===== config.mk =====
export PLATFORM = sky130hd
export DESIGN_NAME = techlib_arst_sequencer
export DESIGN_NICKNAME = d
export VERILOG_FILES = /design/src/rtl/techlib_arst_sequencer.sv
export SDC_FILE = /design/constraint.sdc
export NUM_CORES = 1
export LEC_CHECK = 0
export CAP_MARGIN = 0
export CORE_MARGIN = 2
export CORE_UTILIZATION = 55
export CTS_CLUSTER_DIAMETER = 60
export DETAILED_ROUTE_END_ITERATION = 7
export PLACE_DENSITY = 0.76
export SYNTH_ARGS = -nofsm -noshare
export SYNTH_HDL_FRONTEND = slang
export SYNTH_SLANG_ARGS = --single-unit

===== constraint.sdc =====
create_clock -name CLK -period 1.95 [get_ports CLK]
set_input_delay 0.39 -clock CLK [delete_from_list [all_inputs] [get_ports CLK]]
set_output_delay 0.39 -clock CLK [all_outputs]
set_load 0.005 [all_outputs]

===== src/rtl/techlib_arst_sequencer.sv =====
`default_nettype none
// ============================================================================
// Module   : techlib_arst_sequencer
// Purpose  : Reset generator for the techlib async-reset flops. It asserts a
//            bank of ARST outputs asynchronously and releases them one stage
//            at a time, synchronous to CLK: first a hold window, then a fixed
//            gap between stages. READY goes high once every stage is released.
// Revision : 1.0 - initial release
// ============================================================================
module techlib_arst_sequencer #(
  parameter int   STAGES       = 4,
  parameter int   SYNC_DEPTH   = 2,
  parameter int   HOLD_CYCLES  = 16,
  parameter int   GAP_CYCLES   = 4,
  parameter logic OUT_POLARITY = 1'b1
) (
  input  logic              CLK,
  input  logic              ARST,
  input  logic              SW_RST,
  output logic [STAGES-1:0] ARST_OUT,
  output logic              READY
);

  // Counter and stage-index widths
  localparam int c_cnt_max = (HOLD_CYCLES > GAP_CYCLES) ? HOLD_CYCLES : GAP_CYCLES;
  localparam int c_cnt_w   = $clog2(c_cnt_max + 1);
  localparam int c_idx_w   = $clog2(STAGES + 1);
  // The state register's move into HOLD is the last synchronizer stage, so
  // the explicit chain is one flop shorter than SYNC_DEPTH.
  localparam int c_sync_w  = SYNC_DEPTH - 1;

  localparam logic [c_cnt_w-1:0] c_hold_tc  = c_cnt_w'(HOLD_CYCLES - 1);
  localparam logic [c_cnt_w-1:0] c_gap_tc   = c_cnt_w'(GAP_CYCLES - 1);
  localparam logic [c_cnt_w-1:0] c_cnt_sat  = c_cnt_w'(c_cnt_max);
  localparam logic [c_idx_w-1:0] c_last_idx = c_idx_w'(STAGES - 1);
  localparam logic [c_idx_w-1:0] c_idx_one  = c_idx_w'(1);
  localparam logic [STAGES-1:0]  c_all_asserted = {STAGES{OUT_POLARITY}};

  localparam logic [2:0] S_RESET   = 3'd0;
  localparam logic [2:0] S_SYNC    = 3'd1;
  localparam logic [2:0] S_HOLD    = 3'd2;
  localparam logic [2:0] S_RELEASE = 3'd3;
  localparam logic [2:0] S_RUN     = 3'd4;

  // Illegal parameterisations stop elaboration
  if (STAGES < 1) begin : g_chk_stages
    $error("techlib_arst_sequencer: STAGES must be >= 1");
  end
  if (SYNC_DEPTH < 2) begin : g_chk_sync
    $error("techlib_arst_sequencer: SYNC_DEPTH must be >= 2");
  end
  if (HOLD_CYCLES < 1) begin : g_chk_hold
    $error("techlib_arst_sequencer: HOLD_CYCLES must be >= 1");
  end
  if (GAP_CYCLES < 1) begin : g_chk_gap
    $error("techlib_arst_sequencer: GAP_CYCLES must be >= 1");
  end

  logic [2:0]          r_state;
  logic [2:0]          w_state_nxt;
  logic [c_sync_w-1:0] r_sync;
  logic [c_cnt_w-1:0]  r_cnt;
  logic [c_cnt_w-1:0]  w_cnt_nxt;
  logic [c_cnt_w-1:0]  w_cnt_inc;
  logic [c_idx_w-1:0]  r_idx;
  logic [c_idx_w-1:0]  w_idx_nxt;
  logic [STAGES-1:0]   r_out;
  logic [STAGES-1:0]   w_out_nxt;
  logic                r_ready;
  logic                w_ready_nxt;
  logic                w_sw_active;
  logic                w_sync_hi;

  // Software reset only counts once the block has left the sync phase
  assign w_sw_active = SW_RST && ((r_state == S_HOLD) || (r_state == S_RELEASE) ||
                                  (r_state == S_RUN));
  assign w_sync_hi   = r_sync[c_sync_w-1];
  // Saturating increment keeps the counter from wrapping into a false release
  assign w_cnt_inc   = (r_cnt == c_cnt_sat) ? r_cnt : r_cnt + c_cnt_w'(1);

  // State register, forced to RESET while ARST is low
  always_ff @(posedge CLK or negedge ARST) begin
    if (!ARST) begin
      r_state <= S_RESET;
    end else begin
      r_state <= w_state_nxt;
    end
  end

  // Next-state decode
  always_comb begin
    w_state_nxt = r_state;
    if (w_sw_active) begin
      w_state_nxt = S_HOLD;
    end else begin
      case (r_state)
        S_RESET:   w_state_nxt = S_SYNC;
        S_SYNC:    if (w_sync_hi) w_state_nxt = S_HOLD;
        S_HOLD:    if (r_cnt == c_hold_tc) w_state_nxt = (STAGES == 1) ? S_RUN : S_RELEASE;
        S_RELEASE: if ((r_cnt == c_gap_tc) && (r_idx == c_last_idx)) w_state_nxt = S_RUN;
        S_RUN:     w_state_nxt = S_RUN;
        default:   w_state_nxt = S_RESET;
      endcase
    end
  end

  // Next values of counter, stage index and the registered outputs
  always_comb begin
    w_cnt_nxt   = r_cnt;
    w_idx_nxt   = r_idx;
    w_out_nxt   = r_out;
    w_ready_nxt = r_ready;
    if (w_sw_active) begin
      w_cnt_nxt   = '0;
      w_idx_nxt   = '0;
      w_out_nxt   = c_all_asserted;
      w_ready_nxt = 1'b0;
    end else begin
      case (r_state)
        S_HOLD: begin
          if (r_cnt == c_hold_tc) begin
            w_cnt_nxt    = '0;
            w_idx_nxt    = c_idx_one;
            w_out_nxt[0] = ~OUT_POLARITY;
            w_ready_nxt  = (STAGES == 1);
          end else begin
            w_cnt_nxt = w_cnt_inc;
          end
        end
        S_RELEASE: begin
          if (r_cnt == c_gap_tc) begin
            w_cnt_nxt = '0;
            w_idx_nxt = r_idx + c_idx_one;
            for (int k = 0; k < STAGES; k++) begin
              if (r_idx == c_idx_w'(k)) w_out_nxt[k] = ~OUT_POLARITY;
            end
            if (r_idx == c_last_idx) w_ready_nxt = 1'b1;
          end else begin
            w_cnt_nxt = w_cnt_inc;
          end
        end
        S_RUN: begin
          w_cnt_nxt = '0;
        end
        default: begin
          w_cnt_nxt   = '0;
          w_idx_nxt   = '0;
          w_out_nxt   = c_all_asserted;
          w_ready_nxt = 1'b0;
        end
      endcase
    end
  end

  // Datapath and output flops; async assert, sync release
  always_ff @(posedge CLK or negedge ARST) begin
    if (!ARST) begin
      r_sync  <= '0;
      r_cnt   <= '0;
      r_idx   <= '0;
      r_out   <= c_all_asserted;
      r_ready <= 1'b0;
    end else begin
      r_sync  <= c_sync_w'({r_sync, 1'b1});
      r_cnt   <= w_cnt_nxt;
      r_idx   <= w_idx_nxt;
      r_out   <= w_out_nxt;
      r_ready <= w_ready_nxt;
    end
  end

  assign ARST_OUT = r_out;
  assign READY    = r_ready;

endmodule
`default_nettype wire

==> run metrics <==
cell area after synthesis 983 um^2; cells on worst reg2reg path 7; CP max stage cell dfrtp_1; GRT Util Overall 20.5%; gr ovfl total 0; drt pass-1 iters 4; Final #Nets 127; reg2reg setup slack 90 ps; distinct cell type count after synthesis 36; die area 2140 um^2; Inst Count DP 134; RSZ-0062 raised after global routing false; synth top area cells dfrtp_1, dfstp_2, ha_1; Antenna Nets Post-Route 0; CTS root buf clkbuf_4; final std cells w/o fill 140; P per Cell Area 988 nW/um^2; Worst-Skew Late Latency 290 ps; Final Critical Period 1860 ps; initial antenna violation count 0; Pleak 0.476 nW; routed wire length 1920 um; Gate Count Post-Synth 101; DRT iter0 DRCs 13; Crit path largest cell delay 410 ps; Worst setup EP type flop; final slew viol count 0; Max Cap Violations 0; pin count of the biggest net entering global routing 14; Peak VDD IR 0.836 mV; clk_skew 6.45 ps; EDFF count, synth 0; vias in the first global route 674; residual DRC count 0; Sink Count 17; IO buf count 7; Initial Util 57.6%; mean area per synthesized cell 9.74 um^2; hpwl dp 1440 um; die width 46.3 um; Synth area leader dfrtp_1; CTS tree built; Antenna Diode Count 0; # setup viols final 0; Hold Slack 385 ps; Syn. warnings 0; Worst EP arrival 2060 ps; Clock transition at path regs 100 ps; FILL cells 141; htree depth 1; worst r2r src r_cnt[0]; register area 430 um^2; Final Hold Violating Endpoints 0; Worst-Margin Slew 722 ps; worst path required time 2160 ps; #FFs+latches synth 17; Core ar. 1710 um^2; DR WL/cell 13.7 um; worst path cell trace ha_2 > and3_2 > ha_1 > nand2b_1 > nand4_1 > buf_4 > nor3_4; global-route wire length before repair 3110 um; Vias/cell 5.46; Inserted Clock Buffers 3; Setup crit start r_cnt[0]; fraction of layout cells with a size suffix above 1 18.3%; multi-input gate area in the final layout 512 um^2; gpl congestion 0.802; kind of critical path flop to flop; Peak Freq 539 MHz; Total Neg Setup Slack 0 ps; Ports 8; ys flop type dfrtp_1; Hold WC Path Type input port to async pin; Final Cycle Share 95.2%; via count 764; Mapped Nets 112; sequential fraction of the synthesis area 43.8%; Layout area overhead 17.6%; top cell type's share of synthesized area 33.1%; CP Launch Type flop; Core Util, Final 67.7%; Slew Limit Headroom 51.5%; clk buf depth 2; Site Rows 15; Max FO, Critical Path 5; status finished clean; asr flop ratio synth 100%; Die H 46.3 um
[layout make-up]
class | instances | share of cell area [%]
Clock buffer | 4 | 2.27
Tap cell | 25 | 2.71
Sequential cell | 17 | 37.2
Timing Repair Buffer | 13 | 9.96
Inverter | 11 | 3.57
Multi-Input combinational cell | 70 | 44.3
[per-layer routing]
metal	vias to the layer above	global-route usage, %	wire length, um	part of all wire (%)
li1	380	-	-	-
met1	356	31.7	902	47
met2	28	30.3	933	48
met3	0	2.35	88	4.6
met4	0	5.14	0	0
met5	-	0	0	0
[final timing paths]
check                           end
setup / recovery           r_cnt[2]
hold / removal             r_idx[1]
setup reg to reg           r_cnt[2]
hold reg to reg               READY
max in group asynchronous  r_cnt[4]
min in group CLK              READY
[synth_stat cells, types with 2 or more instances]
cell and number:
nand2_1 5, a32o_1 2, nor3_1 5, nand2b_1 2, a21oi_1 7, xnor2_1 3
ha_1 8, nor3b_1 2, dfstp_2 4, inv_1 11, dfrtp_1 13, nor2_1 9
buf_2 2, nor2b_1 2, o21ai_0 5
[placed cells by master (no fill, tap or decap), types with 4 or more instances in the layout]
cell type | synthesis | layout
dfstp_2 | 4 | 4
inv_1 | 11 | 11
nor2_1 | 9 | 9
nand2_1 | 5 | 5
buf_4 | 0 | 6
clkdlybuf4s50_1 | 0 | 7
ha_1 | 8 | 7
nor3_1 | 5 | 4
o21ai_0 | 5 | 5
a21oi_1 | 7 | 7
dfrtp_1 | 13 | 13
[worst max-delay path, delay by kind of cell (launching register included)]
| family | cells | cell delay (ps) |
|---|---|---|
| fa+ha+maj | 2 | 420 |
| buf+inv | 1 | 240 |
| flops | 1 | 410 |
| simple gates | 4 | 720 |
[through the flow]
| stage | worst slack [ps] | cell area, um^2 | total power, W |
|---|---|---|---|
| after global placement | 179 | 1100 | 0.000898 |
| after CTS | 6.83 | 1130 | 0.00111 |
| after detailed placement | 61.4 | 1100 | 0.000921 |
| final | 94.4 | 1160 | 0.00114 |
| after floorplan | 170 | 983 | 0.000805 |
| after global routing | 13.2 | 1160 | 0.00123 |
[flip-flops by register name, indices dropped and copies added (netlist names)]
register and count:
r_sync 1, ARST_OUT 4, r_idx 3, r_state 3
READY 1, r_cnt 5
[cells by family (layout without fill, tap and decap cells)]
family	after synthesis	count (layout)	share of synthesized area [%]
buffers and inverters	14	28	5.60
and+or+nand+nor	32	32	18.2
DFF	17	17	43.8
AOI/OAI and AO/OA	23	23	16.2
adders and majority gates	8	8	10.2
other	1	1	0.381
xor gates and xnor gates	4	4	3.56
muxes	2	2	2.16
[repair_timing]
item                                    CTS  global route
resized for setup                         0             3
hold buffers                              0             0
endpoints found under the setup margin    0             2
buffers inserted                          0             2
[report_power, final]
| group | internal, W | leakage [nW] | switching (W) |
|---|---|---|---|
| Clock | 0.0000794 | 0.0150 | 0.000113 |
| Sequential | 0.000410 | 0.212 | 0.0000923 |
| Combinational | 0.000206 | 0.249 | 0.000242 |
| Total | 0.000696 | 0.476 | 0.000447 |
Power figures use the tool's default switching activity.
